[config.mk]
export PLATFORM = sky130hd
export DESIGN_NAME = multdiv_iter
export DESIGN_NICKNAME = d
export VERILOG_FILES = /design/src/rtl/multdiv_iter.sv
export SDC_FILE = /design/constraint.sdc
export NUM_CORES = 1
export LEC_CHECK = 0
export BUFFER_PORTS_ARGS = -buffer_cell sky130_fd_sc_hd__buf_4
export CAP_MARGIN = 20
export CORE_MARGIN = 1
export CORE_UTILIZATION = 25
export DETAILED_ROUTE_END_ITERATION = 12
export GPL_TIMING_DRIVEN = 0
export PLACE_DENSITY = 0.52
export SKIP_LAST_GASP = 1
export SLEW_MARGIN = 15
export SYNTH_ARGS = -nofsm -noshare
export SYNTH_HDL_FRONTEND = slang
export SYNTH_SLANG_ARGS = --single-unit
[constraint.sdc]
create_clock -name clock -period 15.9 [get_ports clock]
set_clock_uncertainty 0.1 [all_clocks]
set_input_delay 1.59 -clock clock [delete_from_list [all_inputs] [get_ports clock]]
set_output_delay 1.59 -clock clock [all_outputs]
set_load 0.005 [all_outputs]
[src/rtl/multdiv_iter.sv]
// multdiv_iter: iterative signed multiply (shift-add) / restoring divide (shift-subtract), one step per clock.
// Build option: define MULTDIV_DIV_EN for the divider; without it ctrl_DIV returns the divide-by-zero response.

module multdiv_iter #(
  parameter int WIDTH = 32
) (
  input  logic             clock,
  input  logic             reset,
  input  logic [WIDTH-1:0] data_operandA,
  input  logic [WIDTH-1:0] data_operandB,
  input  logic             ctrl_MULT,
  input  logic             ctrl_DIV,
  output logic [WIDTH-1:0] data_result,
  output logic             data_exception,
  output logic             data_resultRDY,
  output logic             busy
);

  localparam int            CW        = $clog2(WIDTH);
  localparam logic [CW-1:0] LAST_ITER = CW'(WIDTH - 1);

  typedef enum logic [1:0] {S_IDLE, S_BUSY, S_DONE} state_e;

  state_e             state_q, state_d;
  logic [CW-1:0]      iter_q, iter_d;
  logic               sign_q, sign_d;
  logic [2*WIDTH-1:0] mcand_q, mcand_d;
  logic [2*WIDTH-1:0] acc_q, acc_d;
  logic [WIDTH-1:0]   mplier_q, mplier_d;
  logic [WIDTH-1:0]   result_q, result_d;
  logic               exc_q, exc_d;

  logic [WIDTH-1:0]   mag_a, mag_b;
  logic               start, start_div, div_reject;
  logic [2*WIDTH-1:0] acc_step, prod;
  logic               mul_ovf;

  // |INT_MIN| wraps to 2^(WIDTH-1), which is the correct unsigned magnitude.
  assign mag_a     = data_operandA[WIDTH-1] ? -data_operandA : data_operandA;
  assign mag_b     = data_operandB[WIDTH-1] ? -data_operandB : data_operandB;
  assign start     = ctrl_MULT | ctrl_DIV;
  assign start_div = ctrl_DIV & ~ctrl_MULT;

  assign acc_step = acc_q + (mplier_q[0] ? mcand_q : '0);
  assign prod     = sign_q ? -acc_step : acc_step;
  assign mul_ovf  = ~((&prod[2*WIDTH-1:WIDTH-1]) | ~(|prod[2*WIDTH-1:WIDTH-1]));

`ifdef MULTDIV_DIV_EN
  logic             is_div_q, is_div_d;
  logic [WIDTH-1:0] rem_q, rem_d;
  logic [WIDTH-1:0] quo_q, quo_d;
  logic [WIDTH-1:0] dvsr_q, dvsr_d;
  logic [WIDTH:0]   shifted, trial;
  logic [WIDTH-1:0] rem_step, quo_step, quo_signed;
  logic             div_ovf;

  assign shifted    = {rem_q, quo_q[WIDTH-1]};
  // Remainder stays below the divisor, so bit WIDTH of the difference is the borrow.
  assign trial      = shifted - {1'b0, dvsr_q};
  assign rem_step   = trial[WIDTH] ? shifted[WIDTH-1:0] : trial[WIDTH-1:0];
  assign quo_step   = {quo_q[WIDTH-2:0], ~trial[WIDTH]};
  assign quo_signed = sign_q ? -quo_step : quo_step;
  assign div_ovf    = quo_step[WIDTH-1] & ~sign_q;
  assign div_reject = start_div & ~(|data_operandB);
`else
  assign div_reject = start_div;
`endif

  always_comb begin
    // NOTE: every next-state variable takes its held value first, so no path can infer a latch.
    state_d  = state_q;
    iter_d   = iter_q;
    sign_d   = sign_q;
    mcand_d  = mcand_q;
    acc_d    = acc_q;
    mplier_d = mplier_q;
    result_d = result_q;
    exc_d    = exc_q;
`ifdef MULTDIV_DIV_EN
    is_div_d = is_div_q;
    rem_d    = rem_q;
    quo_d    = quo_q;
    dvsr_d   = dvsr_q;
`endif

    case (state_q)
      S_BUSY: begin
        acc_d    = acc_step;
        mcand_d  = mcand_q << 1;
        mplier_d = mplier_q >> 1;
`ifdef MULTDIV_DIV_EN
        rem_d    = rem_step;
        quo_d    = quo_step;
`endif
        iter_d   = iter_q + CW'(1);
        if (iter_q == LAST_ITER) begin
          state_d = S_DONE;
`ifdef MULTDIV_DIV_EN
          if (is_div_q) begin
            result_d = quo_signed;
            exc_d    = div_ovf;
          end else begin
            result_d = prod[WIDTH-1:0];
            exc_d    = mul_ovf;
          end
`else
          result_d = prod[WIDTH-1:0];
          exc_d    = mul_ovf;
`endif
        end
      end
      S_DONE:  state_d = S_IDLE;
      default: ;
    endcase

    // A start in any state aborts whatever is in flight.
    if (start) begin
      if (div_reject) begin
        state_d  = S_DONE;
        result_d = '0;
        exc_d    = 1'b1;
      end else begin
        state_d  = S_BUSY;
        iter_d   = '0;
        sign_d   = data_operandA[WIDTH-1] ^ data_operandB[WIDTH-1];
        acc_d    = '0;
        mcand_d  = {{WIDTH{1'b0}}, mag_a};
        mplier_d = mag_b;
`ifdef MULTDIV_DIV_EN
        is_div_d = start_div;
        rem_d    = '0;
        quo_d    = mag_a;
        dvsr_d   = mag_b;
`endif
      end
    end
  end

  always_ff @(posedge clock) begin
    // NOTE: state registers use non-blocking assignments so every flop samples pre-edge values.
    if (reset) begin
      state_q  <= S_IDLE;
      iter_q   <= '0;
      sign_q   <= 1'b0;
      mcand_q  <= '0;
      acc_q    <= '0;
      mplier_q <= '0;
      result_q <= '0;
      exc_q    <= 1'b0;
`ifdef MULTDIV_DIV_EN
      is_div_q <= 1'b0;
      rem_q    <= '0;
      quo_q    <= '0;
      dvsr_q   <= '0;
`endif
    end else begin
      state_q  <= state_d;
      iter_q   <= iter_d;
      sign_q   <= sign_d;
      mcand_q  <= mcand_d;
      acc_q    <= acc_d;
      mplier_q <= mplier_d;
      result_q <= result_d;
      exc_q    <= exc_d;
`ifdef MULTDIV_DIV_EN
      is_div_q <= is_div_d;
      rem_q    <= rem_d;
      quo_q    <= quo_d;
      dvsr_q   <= dvsr_d;
`endif
    end
  end

  assign data_result    = result_q;
  assign data_exception = exc_q;
  assign data_resultRDY = (state_q == S_DONE);
  assign busy           = (state_q != S_IDLE);

endmodule

==> summary.txt, run 1 <==
result of the run -> completed
level count of the clock H-tree -> 1
cell types with the largest area share after synthesis -> dfxtp_1 26%, nand2_1 10%, a21oi_1 6.6%
CTS Hold Bufs -> 0
cell count of the worst reg-to-reg path -> 19
startpoint type of the worst setup path -> register
number of vias in the routed layout -> 16,730
synthesized area -> 15,730 µm²
number of warning messages in the yosys log -> 0
number of DRC violations after detailed routing -> 0
Lkg Pwr -> 0.006707 µW
via count normalized by instance count -> 5.253
initial standard-cell utilization of the core -> 25.39%
via count of the first global-routing pass -> 16,030
power density relative to cell area -> 73.05 nW/µm²
remaining max-slew budget at the tightest pin -> 32.88%
synth-to-layout area growth -> 16.50%
standard cell core area -> 61,940 µm²
Sw Ratio -> 30.49%
maximum vdd ir drop -> 0.00003834 V
count of distinct cell types in the synthesized netlist -> 90
setup repair after global routing missed its margin -> no
clock root buffer master -> clkbuf_16
minimum setup slack among reg-to-reg paths -> 8.25 ns
Worst-Skew Late Latency -> 0.55 ns
Int Pwr -> 930.4 µW
FF-to-FF End -> data_exception
post-synth net total -> 2,343
origin of the worst setup path -> mplier_q[0]
clock tree sinks -> 201
detail-routed net length per standard cell -> 19.62 µm
number of antenna violations at the first check in global routing -> 0
gate count of the mapped netlist -> 2,206
P_sw -> 408.1 µW
slew at the pin closest to its max-slew limit -> 1.007 ns
flop and latch count out of synthesis -> 201
fin. max-slew vios -> 0
number of antenna-violating nets in the routed design -> 0
number of optimization iterations in the first detailed-route pass -> 5
share of total power in sequential cells -> 39.5%
top library cells by usage in the layout, fill and taps aside -> 418 x nand2_1, 220 x nor2_1, 207 x a21oi_1, 201 x dfxtp_1, 113 x clkbuf_1
critical path capture point type -> register
proportion of layout cells with a drive suffix above 1 -> 8.433%
global-route total usage across every layer -> 19.08%
initial DRC count -> 1,330
number of port buffers -> 100
launch point of the worst reg-to-reg path -> mplier_q[0]
most used flip-flop cell after synthesis -> dfxtp_1
overall overflow remaining after global route -> 0
end of the critical path -> data_exception
CTS-repair resized insts -> 0
clock tree from TritonCTS -> done
leading cell type in the layout, fill and taps excluded -> nand2_1
mean instance size in the synthesized netlist -> 7.129 µm²
pin count of the biggest net entering global routing -> 12
data arrival time of the critical path -> 7.97 ns
clock buffer depth -> 3
total setup buffers inserted after CTS -> 0
ports placed on the boundary -> 103
summed area of non-filler cells in the final layout -> 18,320 µm²
diode count -> 0
global-route wire length before repair -> 95.14 mm
share of the yosys chip area belonging to registers -> 25.58%
minimum clock period after layout -> 7.654 ns
Crit Path Class -> register to register
Total Die Area -> 63,920 µm²
area share of the largest cell type after synthesis -> 25.58%
Crit path required time -> 16.22 ns
final-stage net count -> 2,470
Worst-path clk slew -> 0.06 ns
final weighted congestion in routability-driven placement -> 0.9245
DP Area -> 17,530 µm²
Final Hold Viols -> 0
max-cap viol count -> 0
setup violation total in the final timing report -> 0
Highest Clock Rate -> 130.7 MHz
power share of the clock group -> 42.4%
setup TNS after final layout -> 0 ns
Die Y-Extent -> 252.8 µm
Detailed Place HPWL -> 49.88 mm
final worst path period share -> 48.14%
combinational cell fraction of total power -> 18.1%
number of core rows -> 91
Die Width -> 252.8 µm
Async SR Flop Fraction -> 0%
cell type with the highest aggregate area in the netlist -> dfxtp_1
Total Routed Length -> 62.49 mm
clock buffer count from CTS -> 25
worst-path maximum fanout -> 10
number of filler instances in the final layout -> 6,890
worst hold path class -> register to register
count of flip-flops with a built-in enable after synthesis -> 0
-- per-layer routing --
layer / global-route usage, % / wire length, µm / vias to the layer above
li1: - / - / 8183
met1: 25.54 / 28770 / 8014
met2: 31.87 / 28740 / 443
met3: 2.344 / 3343 / 92
met4: 5.541 / 1633 / 0
met5: 0 / 0 / -
-- cell families after synthesis --
logic type               count (synthesis)  share of synthesized area [%]
flip-flops                             201                          25.58
AND/OR/NAND/NOR                        989                          29.66
XOR/XNOR                               157                          8.743
multiplexers                            11                         0.7240
adder cells (fa/ha/maj)                 69                          5.537
buffers and inverters                  163                          4.041
AO/OA/AOI/OAI                          616                          25.71
-- cells in the mapped netlist (11+ instances only) --
| cell type | count |
|---|---|
| a311oi_1 | 52 |
| a21o_1 | 30 |
| nand2_1 | 418 |
| nand4_1 | 41 |
| a21oi_1 | 207 |
| nand3_1 | 31 |
| a211oi_1 | 53 |
| a31oi_1 | 13 |
| o31ai_1 | 31 |
| nor3_1 | 38 |
| or4_1 | 20 |
| buf_1 | 15 |
| o21ai_0 | 104 |
| and4_1 | 13 |
| inv_1 | 24 |
| xnor2_1 | 102 |
| xor2_1 | 55 |
| and3_1 | 15 |
| o21ai_1 | 12 |
| ha_1 | 68 |
| or3_1 | 40 |
| nor2_1 | 220 |
| clkbuf_1 | 111 |
| o41ai_1 | 15 |
| o211ai_1 | 11 |
| and2_1 | 80 |
| dfxtp_1 | 201 |
| o21a_1 | 13 |
-- metrics by stage --
stage | worst slack (ns) | utilization (%) | std cells | hold slack (ns) | power [µW]
CTS | 8.374 | 29.58 | 3185 | 0.3584 | 1350
detailed placement | 8.420 | 28.30 | 3143 | 0.3506 | 778.3
finish | 8.246 | 29.58 | 3185 | 0.3553 | 1338
floorplan | 10.50 | - | 2206 | 0.3364 | 689.3
global route | 7.891 | 29.58 | 3185 | 0.3794 | 1396
global placement | 8.484 | 28.29 | 3143 | 0.3493 | 775.8
-- registers in the layout (all words and copies together), names as in the netlist --
| name | flops |
|---|---|
| acc_q | 64 |
| data_exception | 1 |
| data_result | 32 |
| iter_q | 5 |
| mcand_q | 64 |
| mplier_q | 32 |
| sign_q | 1 |
| state_q | 2 |
-- final cells by class --
cell class              count  area [µm²]  area share, %
multi-input cells        1842       11070          60.44
flip-flops and latches    201        4024          21.96
well taps                 837        1047          5.716
clock buffers              36       757.0          4.131
repair buffers            100       750.7          4.097
plain buffers             138       541.8          2.957
inverters                  25       93.84         0.5122
clock inverters             6       33.78         0.1844
-- power groups by stage --
stage	sequential (µW)	combinational, µW	clock [µW]
finish	529	242	568
CTS	528	241	581
global route	530	264	602
detailed placement	539	239	0
floorplan	535	154	0
global placement	539	237	0
-- how the worst min path moves through the flow --
stage                     depth (start not counted)   startpoint  slack, ns          end
after floorplan                                   2  mcand_q[63]       0.34  mcand_q[63]
after global routing                              2    acc_q[48]       0.38    acc_q[48]
final                                             2  mcand_q[63]       0.36  mcand_q[63]
after CTS                                         2  mplier_q[6]       0.36  mplier_q[5]
after global placement                            2     acc_q[3]       0.35     acc_q[3]
after detailed placement                          2  mcand_q[63]       0.35  mcand_q[63]
-- worst max-delay path: stages (launching register included) --
cell and delay [ns]:
dfxtp_1 0.33, clkbuf_1 0.65, clkbuf_1 0.46, nand2_1 0.19
fa_1 0.48, nand2b_1 0.22, a21oi_1 0.46, o21ai_2 0.23
a21boi_1 0.78, o21ai_0 0.25, a222oi_1 0.58, nand3_1 0.26
or3_4 0.42, or4_4 0.57, or3_4 0.37, mux2i_1 0.14
o32ai_1 0.37, o2111ai_1 0.17, nor3_1 0.36, o41ai_2 0.11
(Power assumes the default switching activity.)
==> run 2: changes to the inputs <==
==> constraint.sdc (replaced) <==
create_clock -name clock -period 7.98 [get_ports clock]
set_clock_uncertainty 0.1 [all_clocks]
set_input_delay 0.798 -clock clock [delete_from_list [all_inputs] [get_ports clock]]
set_output_delay 0.798 -clock clock [all_outputs]
set_load 0.005 [all_outputs]
==> summary.txt, run 2 (synthesis results as in run 1) <==
cell count of the worst reg-to-reg path -> 19 (unchanged)
startpoint type of the worst setup path -> register
clock tree from TritonCTS -> done
number of port buffers -> 100 (unchanged)
maximum vdd ir drop -> 0.00007638 V (+99%)
initial standard-cell utilization of the core -> 25.39% (unchanged)
Crit Path Class -> register to register
placed cell count -> 3,143 (unchanged)
setup violation total in the final timing report -> 0 (unchanged)
data arrival time of the critical path -> 7.70 ns (-0.27 ns)
Final Hold Viols -> 0 (unchanged)
number of antenna-violating nets in the routed design -> 0 (unchanged)
minimum setup slack among reg-to-reg paths -> 0.59 ns (-7.65 ns)
Detailed Place HPWL -> 49.88 mm (unchanged)
largest registers -> acc_q: 64 flops, mcand_q: 64 flops
Overall Power -> 2666 µW (+99%)
Largest delay share family, worst path -> simple AND/OR/NAND/NOR gates
diode count -> 0 (unchanged)
pin count of the biggest net entering global routing -> 12 (unchanged)
setup TNS after final layout -> 0 ns (unchanged)
proportion of layout cells with a drive suffix above 1 -> 8.475% (+0.043 points)
synth-to-layout area growth -> 16.52% (about the same)
FF-to-FF End -> data_exception
remaining max-slew budget at the tightest pin -> 33.67% (+0.79 points)
Worst-path clk slew -> 0.06 ns (about the same)
clock buffer depth -> 3 (unchanged)
number of antenna violations at the first check in global routing -> 0 (unchanged)
Die Width -> 252.8 µm (unchanged)
final weighted congestion in routability-driven placement -> 0.9245 (unchanged)
global-route total usage across every layer -> 19.08% (unchanged)
Crit path required time -> 8.30 ns (-7.92 ns)
via count normalized by instance count -> 5.256 (about the same)
number of vias in the routed layout -> 16,740 (+0.054%)
number of core rows -> 91 (unchanged)
number of optimization iterations in the first detailed-route pass -> 7 (+2)
number of filler instances in the final layout -> 6,890 (unchanged)
setup repair after global routing missed its margin -> no
minimum clock period after layout -> 7.387 ns (-0.2665 ns)
overall overflow remaining after global route -> 0 (unchanged)
clock buffer count from CTS -> 25 (unchanged)
Die Y-Extent -> 252.8 µm (unchanged)
Worst-Skew Late Latency -> 0.55 ns (about the same)
Lkg Pwr -> 0.006707 µW (about the same)
Highest Clock Rate -> 135.4 MHz (+3.6%)
via count of the first global-routing pass -> 16,030 (unchanged)
multi-input logic area -> 11,080 µm² (about the same)
top library cells by usage in the layout, fill and taps aside -> 418 x nand2_1, 220 x nor2_1, 207 x a21oi_1, 201 x dfxtp_1, 113 x clkbuf_1
level count of the clock H-tree -> 1 (unchanged)
final instance count without filler cells -> 3,185 (unchanged)
flip-flop and latch area -> 4024 µm² (unchanged)
critical path capture point type -> register
power density relative to cell area -> 145.5 nW/µm² (+99%)
worst hold path class -> register to register
Worst Hold Depth -> 2 (unchanged)
global-route wire length before repair -> 95.14 mm (unchanged)
standard cell core area -> 61,940 µm² (unchanged)
worst-path maximum fanout -> 10 (unchanged)
ports placed on the boundary -> 103 (unchanged)
clock root buffer master -> clkbuf_16
initial DRC count -> 1,311 (-1.4%)
detail-routed net length per standard cell -> 19.60 µm (about the same)
critical path's largest stage delay -> 0.65 ns (-0.13 ns)
hold-critical path endpoint -> mcand_q[63]
final worst path period share -> 92.57% (+44 points)
Total Die Area -> 63,920 µm² (unchanged)
Total Routed Length -> 62.43 mm (about the same)
start point of the worst min-delay path -> mcand_q[63]
number of DRC violations after detailed routing -> 0 (unchanged)
fin. max-slew vios -> 0 (unchanged)
slew at the pin closest to its max-slew limit -> 0.9949 ns (-0.01184 ns)
final-stage net count -> 2,470 (unchanged)
max-cap viol count -> 0 (unchanged)
launch point of the worst reg-to-reg path -> mplier_q[0]
clock tree sinks -> 201 (unchanged)
library cell contributing the largest single delay on the critical path -> clkbuf_1
leading cell type in the layout, fill and taps excluded -> nand2_1
cells traversed along the worst timing path -> clkbuf_1, clkbuf_1, nand2_1, fa_1, nand2b_1, a21oi_1, o211ai_1, nand2_1, a311o_1, o21ai_0, or4_4, or3_4, or4_4, or3_4, mux2i_1, o32ai_1, o2111ai_1, nor3_1, o41ai_2
result of the run -> completed
number of buffer and inverter stages on the critical path -> 2 (unchanged)
-- run 2: cell counts in the layout (fill, tap and decap cells not counted) --
Identical to the previous run, type by type.
-- run 2: worst min-delay path, delay by kind of cell, from the launching register on --
kind / cells / cell delay, ns
flip-flops: 1 / 0.31
AO/OA/AOI/OAI: 1 / 0.05
AND/OR/NAND/NOR: 1 / 0.05
-- run 2: final cells by class --
cell class / instances / area share (%)
clock buffer: 36 / 4.131
inverter: 25 / 0.5121
tap: 837 / 5.714
buffer: 138 / 2.956
sequential: 201 / 21.96
timing repair buffer: 100 / 4.096
multi-input combinational: 1842 / 60.45
clock inverter: 6 / 0.1843
-- run 2: through the flow --
step           setup slack [ns]  hold WS, ns  util [%]  instance area [µm²]
6_report                 0.5926       0.3553     29.59                18330
5_1_grt                  0.1778       0.3794     29.59                18330
4_1_cts                  0.4540       0.3584     29.58                18320
3_5_place_dp             0.5005       0.3506     28.30                17530
3_3_place_gp             0.5638       0.3493     28.29                17530
2_1_floorplan             2.580       0.3364         -                15730
-- run 2: what timing repair did --
item / 4_1_cts / 5_1_grt
resized for setup: 0 / 1
endpoints found under the setup margin: 0 / 1
hold buffers: 0 / 0
buffers inserted: 0 / 0
-- run 2: layer usage --
layer | vias up | wire length [µm] | GRT usage (%)
li1 | 8175 | - | -
met1 | 8031 | 28700 | 25.54
met2 | 444 | 28760 | 31.87
met3 | 91 | 3328 | 2.344
met4 | 0 | 1641 | 5.541
met5 | - | 0 | 0
-- run 2: where the power goes --
group          total, µW  internal [µW]  switching (µW)
Clock               1130            651             481
Sequential          1050           1030            21.0
Combinational        481            170             311
Total               2670           1850             812
-- run 2: worst max path at each step --
stage                           start  cells past startpoint              to  slack [ns]
after floorplan           mplier_q[0]                     19  data_exception        2.58
after global placement    mplier_q[0]                     19  data_exception        0.56
after detailed placement  mplier_q[0]                     19  data_exception        0.50
after CTS                 mplier_q[0]                     19  data_exception        0.45
after global routing      mplier_q[0]                     20  data_exception        0.18
final                     mplier_q[0]                     19  data_exception        0.59
==> run 3: changes to the inputs <==
--- a/config.mk
+++ b/config.mk
@@ -12,6 +12,7 @@
 export DETAILED_ROUTE_END_ITERATION = 12
 export GPL_TIMING_DRIVEN = 0
 export PLACE_DENSITY = 0.52
+export REMOVE_ABC_BUFFERS = 1
 export SKIP_LAST_GASP = 1
 export SLEW_MARGIN = 15
 export SYNTH_ARGS = -nofsm -noshare
==> constraint.sdc (replaced) <==
create_clock -name clock -period 7.98 [get_ports clock]
set_clock_uncertainty 0.1 [all_clocks]
set_input_delay 1.596 -clock clock [delete_from_list [all_inputs] [get_ports clock]]
set_output_delay 1.596 -clock clock [all_outputs]
set_load 0.005 [all_outputs]
==> summary.txt, run 3 (synthesis results as in run 1) <==
result of the run -> completed
proportion of layout cells with a drive suffix above 1 -> 9.417% (+0.94 points)
pin count of the biggest net entering global routing -> 71 (+59)
Worst-path clk slew -> 0.07 ns (about the same)
clock tree from TritonCTS -> done
Post-Place Setup Slack -> 0.7574 ns (+0.2570 ns)
fin. max-slew vios -> 0 (unchanged)
minimum clock period after layout -> 7.353 ns (-0.03435 ns)
power density relative to cell area -> 149.5 nW/µm² (+2.7%)
data arrival time of the critical path -> 7.66 ns (-0.04 ns)
standard cell core area -> 61,940 µm² (unchanged)
critical path capture point type -> register
global-route total usage across every layer -> 16.07% (-3.0 points)
top library cells by usage in the layout, fill and taps aside -> 418 x nand2_1, 219 x nor2_1, 207 x a21oi_1, 199 x dfxtp_1, 104 x o21ai_0
initial standard-cell utilization of the core -> 25.39% (unchanged)
slew at the pin closest to its max-slew limit -> 1.083 ns (+0.08774 ns)
Total Routed Length -> 52.57 mm (-16%)
leading cell type in the layout, fill and taps excluded -> nand2_1
via count normalized by instance count -> 5.157 (-1.9%)
CTS-repair resized insts -> 0 (unchanged)
via count of the first global-routing pass -> 14,890 (-7.2%)
worst-path maximum fanout -> 34 (+24)
Int Pwr -> 1956 µW (+5.5%)
Final Hold Viols -> 0 (unchanged)
maximum vdd ir drop -> 0.0001350 V (+77%)
CTS Hold Bufs -> 0 (unchanged)
total setup buffers inserted after CTS -> 0 (unchanged)
worst hold path class -> register to register
fin util -> 29.45% (-0.14 points)
clock tree sinks -> 201 (unchanged)
Crit Path Class -> register to register
Sw Ratio -> 28.24% (-2.2 points)
share of total power in sequential cells -> 38.8% (-0.7 points)
final instance count without filler cells -> 3,067 (-3.7%)
overall overflow remaining after global route -> 0 (unchanged)
Highest Clock Rate -> 136.0 MHz (+0.47%)
detail-routed net length per standard cell -> 17.14 µm (-13%)
clock buffer depth -> 3 (unchanged)
P_sw -> 769.9 µW (-5.2%)
number of core rows -> 91 (unchanged)
number of port buffers -> 102 (+2.0%)
largest registers -> acc_q: 64 flops, mcand_q: 64 flops
Total Die Area -> 63,920 µm² (unchanged)
number of filler instances in the final layout -> 6,828 (-0.90%)
number of antenna-violating nets in the routed design -> 0 (unchanged)
remaining max-slew budget at the tightest pin -> 27.39% (-6.3 points)
final worst path period share -> 92.14% (-0.43 points)
Worst-Skew Late Latency -> 0.57 ns (+0.02 ns)
global-route wire length before repair -> 82.82 mm (-13%)
level count of the clock H-tree -> 1 (unchanged)
summed area of non-filler cells in the final layout -> 18,240 µm² (-0.46%)
number of vias in the routed layout -> 15,820 (-5.5%)
number of DRC violations after detailed routing -> 0 (unchanged)
Lkg Pwr -> 0.006697 µW (-0.15%)
final-stage net count -> 2,349 (-4.9%)
ports placed on the boundary -> 103 (unchanged)
slack of the critical path -> 0.6270 ns (+0.03435 ns)
diode count -> 0 (unchanged)
clock root buffer master -> clkbuf_16
power share of the clock group -> 44.9% (+2.5 points)
max-cap viol count -> 0 (unchanged)
setup violation total in the final timing report -> 0 (unchanged)
number of optimization iterations in the first detailed-route pass -> 5 (-2)
Die Y-Extent -> 252.8 µm (unchanged)
minimum setup slack among reg-to-reg paths -> 0.63 ns (+0.03 ns)
synth-to-layout area growth -> 15.98%
final weighted congestion in routability-driven placement -> 0.9160 (-0.92%)
startpoint type of the worst setup path -> register
Die Width -> 252.8 µm (unchanged)
number of antenna violations at the first check in global routing -> 0 (unchanged)
combinational cell fraction of total power -> 16.3% (-1.7 points)
Crit path required time -> 8.29 ns (about the same)
setup repair after global routing missed its margin -> no
placed cell count -> 3,020 (-3.9%)
clock buffer count from CTS -> 27 (+8.0%)
DP Area -> 17,350 µm² (-1.0%)
Detailed Place HPWL -> 40.66 mm (-18%)
initial DRC count -> 1,130 (-14%)
==> run 3: stage by stage <==
step / hold WS [ns] / setup TNS [ns] / total power, µW
2_1_floorplan: 0.3364 / 0 / 1354
3_3_place_gp: 0.3444 / -393.99 / 1501
3_5_place_dp: 0.3508 / 0 / 1521
4_1_cts: 0.3509 / 0 / 2778
5_1_grt: 0.3685 / 0 / 2856
6_report: 0.3498 / 0 / 2726
==> run 3: path summary, 6_finish.rpt <==
check | startpoint | end | cells after the start
hold reg to reg | mcand_q[43] | mcand_q[44] | 2
hold / removal | mcand_q[43] | mcand_q[44] | 2
setup reg to reg | mplier_q[0] | data_exception | 19
setup / recovery | mplier_q[0] | data_exception | 19
==> run 3: power by group through the flow <==
stage                     Combinational, µW  Sequential [µW]  Clock, µW
after floorplan                         281             1070          0
after global routing                    490             1060       1300
final                                   445             1060       1230
after detailed placement                443             1080          0
after CTS                               445             1060       1280
after global placement                  418             1080          0
==> run 3: cell type report <==
cell class	instances	area (µm²)	share of cell area, %
timing repair buffer	115	1079	5.913
clock buffer	38	787.0	4.314
multi-input combinational	1842	11100	60.85
clock inverter	9	106.4	0.5830
tap	837	1047	5.741
inverter	25	96.34	0.5282
sequential	201	4026	22.07
==> run 3: routing by layer <==
layer | GRT usage [%] | up-vias | share of wire (%)
met1 | 22.45 | 7443 | 49
met4 | 4.727 | 0 | 2.5
met5 | 0 | - | 0
met2 | 25.69 | 368 | 44
met3 | 1.922 | 75 | 4.5
li1 | - | 7931 | -
==> run 3: critical path, stage by stage (launching register included) <==
cell and delay [ns]:
dfxtp_2 0.69, and2_1 0.21, ha_1 0.18, inv_1 0.06, fa_1 0.43, nand2b_1 0.21, a21oi_1 0.49, o211ai_1 0.36
nand2_1 0.24, xnor2_1 0.31, nand4_1 0.25, or4b_1 0.77, or3_4 0.49, or4_4 0.58, or3_4 0.37, mux2i_1 0.13
o32ai_1 0.28, o2111ai_1 0.16, nor3_1 0.69, o41ai_2 0.15
